**src/rtl/cnt_sched_ctrl_pkg.sv**
```systemverilog
// Package cnt_sched_pkg
//   Shared definitions for the counter run-control sequencer.
//   - DEF_CNT_W / DEF_REP_W : default counter and repeat widths
//   - state_t               : FSM state encoding, also driven out on the state port
package cnt_sched_pkg;

  localparam int DEF_CNT_W = 10;
  localparam int DEF_REP_W = 8;

  typedef enum logic [1:0] {
    ST_IDLE  = 2'd0,
    ST_RUN   = 2'd1,
    ST_PAUSE = 2'd2,
    ST_DONE  = 2'd3
  } state_t;

endpackage

```
**src/rtl/cnt_sched_ctrl_if.sv**
```systemverilog
// Interface cnt_sched_ctrl_if
//   Config handshake and run-control signals between the control source
//   (master) and the sequencer (slave).
//   cfg_valid/cfg_ready : config write handshake
//   cfg_period          : period P, count runs 0..P-1 (P=0 invalid)
//   cfg_repeat          : wraps per run, 0 = infinite
//   start/pause/stop    : run-control levels sampled at each clock edge
interface cnt_sched_ctrl_if
  import cnt_sched_pkg::*;
#(
  parameter int CNT_W = DEF_CNT_W,
  parameter int REP_W = DEF_REP_W
);
  logic             cfg_valid;
  logic             cfg_ready;
  logic [CNT_W-1:0] cfg_period;
  logic [REP_W-1:0] cfg_repeat;
  logic             start;
  logic             pause;
  logic             stop;

  modport master (
    output cfg_valid, cfg_period, cfg_repeat, start, pause, stop,
    input  cfg_ready
  );

  modport slave (
    input  cfg_valid, cfg_period, cfg_repeat, start, pause, stop,
    output cfg_ready
  );
endinterface

```
**src/rtl/cnt_sched_ctrl_core.sv**
```systemverilog
// Module cnt_core
//   CNT_W time-base counter with synchronous clear and enable.
//   sclk, rst_n : clock, asynchronous active-low reset
//   clr         : force count to 0 (dominates en)
//   en          : advance one step this edge
//   period      : P; count runs 0..P-1 and wraps to 0
//   cnt         : current count
//   wrap        : cnt==P-1 while enabled, i.e. this edge wraps
module cnt_core #(
  parameter int CNT_W = 10
) (
  input  logic             sclk,
  input  logic             rst_n,
  input  logic             clr,
  input  logic             en,
  input  logic [CNT_W-1:0] period,
  output logic [CNT_W-1:0] cnt,
  output logic             wrap
);

  logic [CNT_W-1:0] cnt_reg;

  assign wrap = en && (cnt_reg == period - CNT_W'(1));
  assign cnt  = cnt_reg;

  always_ff @(posedge sclk or negedge rst_n) begin
    if (!rst_n) begin
      cnt_reg <= '0;
    end else if (clr) begin
      cnt_reg <= '0;
    end else if (en) begin
      cnt_reg <= wrap ? '0 : cnt_reg + CNT_W'(1);
    end
  end

endmodule

```
**src/rtl/cnt_sched_ctrl.sv**
```systemverilog
// Module cnt_sched_ctrl
//   Run-control sequencer for a free-running time-base counter: programmable
//   period, one-shot / N-repeat / infinite runs, pause and stop.
//   sclk, rst_n : clock, asynchronous active-low reset
//   ctl         : config handshake + start/pause/stop (slave side)
//   cnt         : current count value
//   tick        : 1-cycle pulse after each wrap P-1 -> 0
//   done        : 1-cycle pulse when the final wrap of a run is reached
//   busy        : high in RUN or PAUSE
//   state       : IDLE=0, RUN=1, PAUSE=2, DONE=3
module cnt_sched_ctrl
  import cnt_sched_pkg::*;
#(
  parameter int CNT_W = DEF_CNT_W,
  parameter int REP_W = DEF_REP_W
) (
  input  logic             sclk,
  input  logic             rst_n,
  cnt_sched_ctrl_if.slave  ctl,
  output logic [CNT_W-1:0] cnt,
  output logic             tick,
  output logic             done,
  output logic             busy,
  output logic [1:0]       state
);

  state_t           state_reg, state_next;
  logic [CNT_W-1:0] period_reg, period_next;
  logic [REP_W-1:0] repeat_reg, repeat_next;
  logic [REP_W-1:0] rep_cnt_reg, rep_cnt_next;
  logic             tick_reg, tick_next;
  logic             done_reg, done_next;
  logic             busy_reg, busy_next;
  logic             ready_reg, ready_next;

  logic             accept;
  logic [CNT_W-1:0] eff_period;
  logic [REP_W:0]   rep_inc;
  logic             running;
  logic             core_clr, core_en, core_wrap;
  logic [CNT_W-1:0] core_cnt;

  assign accept  = ctl.cfg_valid && ready_reg;
  // A config accepted in the same IDLE cycle as start is used by that run.
  assign eff_period = accept ? ctl.cfg_period : period_reg;
  // Extra MSB flags the saturation point of rep_cnt.
  assign rep_inc = {1'b0, rep_cnt_reg} + (REP_W+1)'(1);
  assign running = (state_reg == ST_RUN) || (state_reg == ST_PAUSE);

  // Counter controls are decoded outside the FSM block so the wrap feedback
  // does not form a combinational loop through it. Stop beats pause beats
  // increment; a wrap held off by pause happens on the first un-paused edge.
  assign core_en  = running && !ctl.stop && !ctl.pause;
  assign core_clr = (running && ctl.stop) ||
                    ((state_reg == ST_IDLE) && ctl.start && (eff_period != '0));

  cnt_core #(.CNT_W(CNT_W)) u_core (
    .sclk   (sclk),
    .rst_n  (rst_n),
    .clr    (core_clr),
    .en     (core_en),
    .period (period_reg),
    .cnt    (core_cnt),
    .wrap   (core_wrap)
  );

  always_comb begin
    state_next   = state_reg;
    period_next  = period_reg;
    repeat_next  = repeat_reg;
    rep_cnt_next = rep_cnt_reg;
    tick_next    = 1'b0;
    done_next    = 1'b0;

    if (accept) begin
      period_next = ctl.cfg_period;
      repeat_next = ctl.cfg_repeat;
    end

    case (state_reg)
      ST_IDLE: begin
        if (ctl.start && (eff_period != '0)) begin
          state_next   = ST_RUN;
          rep_cnt_next = '0;
        end
      end
      ST_RUN, ST_PAUSE: begin
        if (ctl.stop) begin
          state_next = ST_IDLE;
        end else if (ctl.pause) begin
          state_next = ST_PAUSE;
        end else begin
          state_next = ST_RUN;
          if (core_wrap) begin
            tick_next = 1'b1;
            if (!rep_inc[REP_W]) begin
              rep_cnt_next = rep_inc[REP_W-1:0];
            end
            if ((repeat_reg != '0) && (rep_inc == {1'b0, repeat_reg})) begin
              state_next = ST_DONE;
              done_next  = 1'b1;
            end
          end
        end
      end
      // The final wrap already cleared the counter.
      ST_DONE: state_next = ST_IDLE;
      default: state_next = ST_IDLE;
    endcase

    busy_next  = (state_next == ST_RUN)  || (state_next == ST_PAUSE);
    ready_next = (state_next == ST_IDLE) || (state_next == ST_DONE);
  end

  always_ff @(posedge sclk or negedge rst_n) begin
    if (!rst_n) begin
      state_reg   <= ST_IDLE;
      period_reg  <= '0;
      repeat_reg  <= '0;
      rep_cnt_reg <= '0;
      tick_reg    <= 1'b0;
      done_reg    <= 1'b0;
      busy_reg    <= 1'b0;
      ready_reg   <= 1'b1;
    end else begin
      state_reg   <= state_next;
      period_reg  <= period_next;
      repeat_reg  <= repeat_next;
      rep_cnt_reg <= rep_cnt_next;
      tick_reg    <= tick_next;
      done_reg    <= done_next;
      busy_reg    <= busy_next;
      ready_reg   <= ready_next;
    end
  end

  assign ctl.cfg_ready = ready_reg;
  assign cnt   = core_cnt;
  assign tick  = tick_reg;
  assign done  = done_reg;
  assign busy  = busy_reg;
  assign state = state_reg;

endmodule

```
**src/flat_wrapper.sv**
```systemverilog
// flat-port wrapper written by rule: the top's interface ports become plain ports
module cnt_sched_ctrl_flat import cnt_sched_pkg::*;
#(
  parameter int CNT_W = DEF_CNT_W,
  parameter int REP_W = DEF_REP_W
)
  (sclk, rst_n, cnt, tick, done, busy, state, ctl_cfg_valid, ctl_cfg_period, ctl_cfg_repeat, ctl_start, ctl_pause, ctl_stop, ctl_cfg_ready);
  cnt_sched_ctrl_if #(.CNT_W(CNT_W), .REP_W(REP_W)) ctl_i ();
  input  logic sclk;
  input  logic rst_n;
  output logic [CNT_W-1:0] cnt;
  output logic tick;
  output logic done;
  output logic busy;
  output logic [1:0] state;
  input wire logic [$bits(ctl_i.cfg_valid)-1:0] ctl_cfg_valid;
  input wire logic [$bits(ctl_i.cfg_period)-1:0] ctl_cfg_period;
  input wire logic [$bits(ctl_i.cfg_repeat)-1:0] ctl_cfg_repeat;
  input wire logic [$bits(ctl_i.start)-1:0] ctl_start;
  input wire logic [$bits(ctl_i.pause)-1:0] ctl_pause;
  input wire logic [$bits(ctl_i.stop)-1:0] ctl_stop;
  output wire logic [$bits(ctl_i.cfg_ready)-1:0] ctl_cfg_ready;
  assign ctl_i.cfg_valid = ctl_cfg_valid;
  assign ctl_i.cfg_period = ctl_cfg_period;
  assign ctl_i.cfg_repeat = ctl_cfg_repeat;
  assign ctl_i.start = ctl_start;
  assign ctl_i.pause = ctl_pause;
  assign ctl_i.stop = ctl_stop;
  assign ctl_cfg_ready = ctl_i.cfg_ready;
  cnt_sched_ctrl #(.CNT_W(CNT_W), .REP_W(REP_W)) u_core (.sclk(sclk), .rst_n(rst_n), .ctl(ctl_i), .cnt(cnt), .tick(tick), .done(done), .busy(busy), .state(state));
endmodule
```
**config.mk**
```make
export PLATFORM = sky130hd
export DESIGN_NAME = cnt_sched_ctrl_flat
export DESIGN_NICKNAME = d
export VERILOG_FILES = /design/src/rtl/cnt_sched_ctrl_pkg.sv /design/src/rtl/cnt_sched_ctrl_if.sv /design/src/rtl/cnt_sched_ctrl_core.sv /design/src/rtl/cnt_sched_ctrl.sv /design/src/flat_wrapper.sv
export SDC_FILE = /design/constraint.sdc
export NUM_CORES = 1
export LEC_CHECK = 0
export BUFFER_PORTS_ARGS = -buffer_cell sky130_fd_sc_hd__buf_2
export CAP_MARGIN = 10
export CORE_ASPECT_RATIO = 1.5
export CORE_MARGIN = 2
export CORE_UTILIZATION = 53
export CTS_BUF_LIST = sky130_fd_sc_hd__clkbuf_8
export CTS_CLUSTER_DIAMETER = 30
export DETAILED_ROUTE_END_ITERATION = 6
export HOLD_SLACK_MARGIN = 0.12
export PLACE_DENSITY = 0.81
export SETUP_SLACK_MARGIN = 0.5
export SLEW_MARGIN = 20
export SYNTH_ARGS = -nofsm -noshare
export SYNTH_HDL_FRONTEND = slang
export SYNTH_SLANG_ARGS = --single-unit
```
**constraint.sdc**
```tcl
create_clock -name sclk -period 2.36 [get_ports sclk]
set_input_delay 0.236 -clock sclk [delete_from_list [all_inputs] [get_ports sclk]]
set_output_delay 0.236 -clock sclk [all_outputs]
set_load 0.1 [all_outputs]
```
# Yosys cells after proc, flatten, opt, wreduce, memory -nomap -nowiden
# Index checks and enable logic that the tools add are counted.
# Widths: inputs -> output; s select.
dict set report word_totals {
  ff_bits 42
  latchBits 0
  mem_bits_rw 0
  rom_bits 0
  input_bits 24
  n_memories 0
}
dict set report classes {
  add_sub_neg 3
  multipliers 0
  div 0
  magnitude_cmp 0
  n_eq_ne 13
  n_shift 0
  mux 25
  bitwise 0
  n_reduce_logical 23
}
# cell count
set op_table {}
lappend op_table {{$mux 10} 4}
lappend op_table {{$mux 8} 5}
lappend op_table {{$pmux 8 s2} 1}
lappend op_table {{$add 10x1->10 const B} 1}
lappend op_table {{$eq 10x10->1} 1}
lappend op_table {{$mux 2} 5}
lappend op_table {{$ne 2x2->1 const B} 5}
lappend op_table {{$reduce_bool 10->1} 1}
lappend op_table {{$sub 10x1->10 const B} 1}
lappend op_table {{$add 8x1->9 const B} 1}
lappend op_table {{$eq 9x8->1} 1}
lappend op_table {{$logic_and 1x1->1} 9}
lappend op_table {{$mux 1} 9}
lappend op_table {{$eq 2x2->1 const B} 4}
lappend op_table {{$reduce_bool 8->1} 1}
lappend op_table {{$pmux 2 s3} 1}
lappend op_table {{$reduce_and 6->1} 1}
lappend op_table {{$eq 2x1->1 const B} 2}
lappend op_table {{$logic_not 2->1} 2}
lappend op_table {{$logic_or 1x1->1} 4}
lappend op_table {{$reduce_bool 2->1} 2}
lappend op_table {{$logic_not 1->1} 2}
lappend op_table {{$reduce_or 2->1} 1}

# Depth between registers and ports, before layout
dict set report logic_depth {
  word_depth 11
  mapped_depth 11
  ltp_nobuf 10
}

# Hierarchy
# Synthesis repeated with hierarchy kept, for this count alone.
dict set report hier_totals {
  cells_unflattened 258
  area_unflattened_um2 2566.2
}
# mod n_inst cells_each area_per_inst_um2 seq_area_each_um2
set by_module_without_submodules {}
lappend by_module_without_submodules {cnt_sched_ctrl 1 162 1735.4 802.0}
lappend by_module_without_submodules {cnt_core 1 96 830.8 250.2}

# Worst setup path before layout
# No wires, ideal clock.
dict set report synth_timing {
  path_kind {flip-flop to flip-flop}
  start {register u_core.state_reg[0], in the netlist u_core.state[0]}
  end {register u_core.rep_cnt_reg[3]}
  setup_ps 70
  arrival_time_ps 3075
  setup_slack_ps -785
  stages_incl_launch_ff 11
  period_less_slack_ps 3145
  cell_sequence {dfrtp_1 -> inv_1 -> ha_1 -> nand2b_1 -> nor2_2 -> o2111ai_1 -> nor3_2 -> nand3_2 -> buf_2 -> or4_1 -> nand3_1}
}
dict set report synth_via {
  elab_chain_len 7
  word_cells_on_any_way 16
}
# item line
set synth_rtl {}
lappend synth_rtl {{start: declaration} cnt_sched_ctrl.sv:27} ;# state_t state_reg, state_next;
lappend synth_rtl {{start signal: assignment} cnt_sched_ctrl.sv:126} ;# state_reg <= state_next;
lappend synth_rtl {{$eq 2x1->1 / $eq 2x2->1 (equally long branches)} {cnt_sched_ctrl.sv:48, cnt_sched_ctrl.sv:80}}
lappend synth_rtl {{$logic_or 1x1->1} cnt_sched_ctrl.sv:48} ;# assign running = (state_reg == ST_RUN) || (state_reg == ST_PAUSE);
lappend synth_rtl {{$logic_and 1x1->1 (2 in a row)} cnt_sched_ctrl.sv:53} ;# assign core_en = running && !ctl.stop && !ctl.pause;
lappend synth_rtl {{$logic_and 1x1->1} cnt_sched_ctrl_core.sv:23} ;# assign wrap = en && (cnt_reg == period - CNT_W'(1));
lappend synth_rtl {{$ne 2x2->1 (no source line)} n/a}
lappend synth_rtl {{$reduce_and 6->1 (no source line)} n/a}
lappend synth_rtl {{end signal: assignment} cnt_sched_ctrl.sv:129} ;# rep_cnt_reg <= rep_cnt_next;
lappend synth_rtl {{end: declaration} cnt_sched_ctrl.sv:30} ;# logic [REP_W-1:0] rep_cnt_reg, rep_cnt_next;
# Several ways; a longest one is shown, not always the timed one.
# A chain may end at the register's enable or synchronous reset.

# Worst setup path in the final report
dict set report layout_timing {
  start {register u_core.period_reg[0]}
  end {register u_core.rep_cnt_reg[0]}
}
dict set report layout_via {
  elab_chain_len 5
  word_cells_on_any_way 9
}
# item line
set layout_rtl {}
lappend layout_rtl {{start: declaration} cnt_sched_ctrl.sv:28} ;# logic [CNT_W-1:0] period_reg, period_next;
lappend layout_rtl {{start signal: assignment} cnt_sched_ctrl.sv:127} ;# period_reg <= period_next;
lappend layout_rtl {{$sub 10x1->10 / $mux 10 (equally long branches)} n/a}
lappend layout_rtl {{$eq 10x10->1 / $reduce_bool 10->1 (equally long branches)} {cnt_sched_ctrl_core.sv:23, cnt_sched_ctrl.sv:82}}
lappend layout_rtl {{$logic_and 1x1->1 (on tied branches)} {cnt_sched_ctrl_core.sv:23, cnt_sched_ctrl.sv:82}}
lappend layout_rtl {{$ne 2x2->1 (no source line)} n/a}
lappend layout_rtl {{$reduce_and 6->1 (no source line) *} n/a}
# Mark *: on every way between the ends. The rest lies on a longest branch, timed or not.

==> results.json <==
{
  "peakVddDrop_uv": 860,
  "areaGrowthSynthToFinish_pct": 32.4,
  "grt_usage_pct": 25.4,
  "ys_seq_elements": 42,
  "place_hpwl_um": 4710,
  "critPathCaptureType": "register",
  "skew_ps": 12.5,
  "yosys-top-cells-area": "dfrtp_1 (39%), mux2_2 (6.5%), xnor2_1 (6.4%), nand2_1 (4.2%), nand3_1 (3.7%)",
  "startpoint_type": "register",
  "design.die.area_mm2": 0.00549,
  "antenna_found_initial": 0,
  "critPathKind": "register to register",
  "required_ps": 2540,
  "slew_viol_final": 0,
  "slew_headroom_pct": 48.2,
  "synth_edf_count": 0,
  "fillerInstances": 346,
  "synth_top_family_by_area": "simple AND/OR/NAND/NOR gates",
  "fin_nets": 374,
  "die_w_um": 61.2,
  "fmax_ghz": 0.424,
  "drive_gt1_share_pct": 40.5,
  "cp.arrival_ps": 2540,
  "total_power_mw": 4.28,
  "grt_pass1_wl_um": 10800,
  "grt_pass1_vias": 2401,
  "gp_congestion": 0.876,
  "drv_cap": 0,
  "synth.most_common_cell": "dfrtp_1",
  "routed_via_density": 5.80,
  "period_needed_ps": 2360,
  "hold_viol_final": 0,
  "fin_util_pct": 72.1,
  "wl_um": 6760,
  "setup_violations": 1,
  "cts_buffers": 5,
  "yosys.area.top_type": "dfrtp_1",
  "wl_per_cell_um": 16.4,
  "crit_path_cell_trace": "buf_6, nor4_4, buf_4, xnor2_1, a31oi_1, a21oi_1, nand3_2, inv_4, buf_4, nand2_2, a221o_1",
  "cts_buffer_depth": 2,
  "syn_inst": 273,
  "fin_tns_setup_ps": -0.967,
  "vias": 2389,
  "hold_class": "input port to register",
  "status": "complete, but fails checks",
  "p_per_area_mw_per_mm2": 1240,
  "synth.area.mux_share_pct": 6.50,
  "cts_tree": "built",
  "p_leak_nw": 1.44,
  "clock_sinks": 42,
  "crit_family": "buffers and inverters",
  "grt_max_degree": 35,
  "insertion_delay_ps": 300,
  "initial_core_util_pct": 54.5,
  "synthArstFlopShare_pct": 100,
  "ant_nets": 0,
  "synth_flop_cell": "dfrtp_1",
  "rows": 31,
  "slowest_stage": "dfrtp_1",
  "yosys.area_share.simple_pct": 24.8,
  "synth_compound_area_share_pct": 13.2,
  "path_buf_inv": 4,
  "holdWs_ps": 171,
  "fin_area_mm2": 0.00344,
  "drtPass1Iterations": 5,
  "core_area_mm2": 0.00477,
  "synth-adder-area-share_pct": 2.41,
  "drt_iter0_markers": 250,
  "synth.yosys.seq_area_share_pct": 40.5,
  "timing.final.ws_setup_ps": -0.967,
  "diodes": 0,
  "worstMarginPinSlew_ps": 777,
  "netlist_area_mm2": 0.00260,
  "synth_top_cell_area_share_pct": 39.5,
  "syn_nets": 302,
  "die_h_um": 89.8,
  "cts.htree.levels": 2,
  "cp_slowest_stage_delay_ps": 430,
  "cpMostUsedCell": "buf_4",
  "synthXorXnorAreaFrac_pct": 9.43,
  "violations": "negative setup slack",
  "clk_pin_slew_worst_paths_ps": 80,
  "avgSynthCellArea_um2": 9.52,
  "synth_cell_type_count": 48,
  "post-route-period-util_pct": 100,
  "worst-path-max-fanout": 8,
  "drc_errors": 0,
  "ios": 40,
  "grt_overflow": 0,
  "synthTopCellsByCount": "dfrtp_1 (41), nand2_1 (29), nand3_1 (19), xnor2_1 (19), mux2_2 (15)",
  "dpl-instance-area_mm2": 0.00312,
  "ys.warnings.count": 0,
  "rsz0062_at_grt": "yes",
  "port_buffers": 39,
  "cts_root_buf": "clkbuf_8"
}
-- per-layer routing --
| layer | vias up | GRT usage [%] | share of wire (%) |
|---|---|---|---|
| li1 | 1147 | - | - |
| met1 | 1156 | 28.6 | 37 |
| met2 | 63 | 45.0 | 57 |
| met3 | 23 | 4.17 | 3.4 |
| met4 | 0 | 9.78 | 2.8 |
| met5 | - | 0 | 0 |
-- power breakdown --
group / total [mW] / switching [mW] / internal [mW]
Combinational: 2.47 / 1.47 / 1.00
Sequential: 1.25 / 0.272 / 0.976
Clock: 0.560 / 0.252 / 0.308
Total: 4.28 / 1.99 / 2.29
-- cells in the final DEF, fill, tap and decap left out, types with 3 or more instances in the layout --
cell and count:
clkbuf_8 5, and2_1 5, buf_2 39, a31oi_1 9
o21ai_0 4, dfrtp_1 31, buf_4 28, a21oi_2 4
a21oi_1 7, or4_1 6, inv_4 3, o211ai_1 4
mux2_2 15, nand3b_1 5, nor2_1 10, nand3_1 19
nor3_1 5, xnor2_1 19, buf_6 7, and3_1 8
inv_1 5, nor4_1 3, nor3_2 3, xor2_1 9
dfrtp_4 3, dfrtp_2 7, nand2b_1 6, nand2_1 28
-- logic make-up (layout without fill, tap and decap cells) --
group / after synthesis / count (layout)
fa+ha+maj: 5 / 5
simple gates: 115 / 115
xor+xnor: 28 / 28
compound gates: 49 / 50
mux: 15 / 15
buf+inv: 19 / 91
flops: 42 / 42
-- final cells by class --
cell class,instances,area [um2],share of cell area (%)
Timing Repair Buffer,75,494,14.4
Clock inverter,3,37.5,1.09
Multi-Input combinational cell,213,1650,47.8
Clock buffer,5,68.8,2.00
Inverter,8,37.5,1.09
Sequential cell,42,1080,31.3
Tap cell,66,82.6,2.40
-- per-stage QoR --
stage          std cells  worst slack, ps
2_1_floorplan        273             24.8
3_3_place_gp         394             14.3
3_5_place_dp         394            -50.9
4_1_cts              410             59.6
5_1_grt              412             -114
6_report             412           -0.967
-- path summary, 6_finish.rpt --
check | start | endpoint | slack (ps) | depth (start not counted)
setup / recovery | u_core.period_reg[0]$_DFF_PN0_ | u_core.rep_cnt_reg[0]$_DFFE_PN0P_ | -1 | 11
hold / removal | ctl_cfg_repeat[2] | u_core.repeat_reg[2]$_DFFE_PN0P_ | 170 | 2
setup reg to reg | u_core.period_reg[0]$_DFF_PN0_ | u_core.rep_cnt_reg[0]$_DFFE_PN0P_ | -1 | 11
hold reg to reg | u_core.repeat_reg[2]$_DFFE_PN0P_ | u_core.repeat_reg[2]$_DFFE_PN0P_ | 560 | 1
max in group asynchronous | rst_n | u_core.period_reg[3]$_DFF_PN0_ | 1220 | 3
min in group asynchronous | rst_n | u_core.u_core.cnt[6]$_DFFE_PN0P_ | 540 | 2
-- repair_timing --
action / in CTS / in global routing
resized for setup: 13 / 18
endpoints found under the hold margin: 31 / 0
gates cloned: 1 / 1
hold buffers: 1 / 0
setup endpoints to repair: 24 / 24
pin swaps: 12 / 6
buffers inserted: 6 / 1
Note: power is estimated with default switching activity, not from simulation.
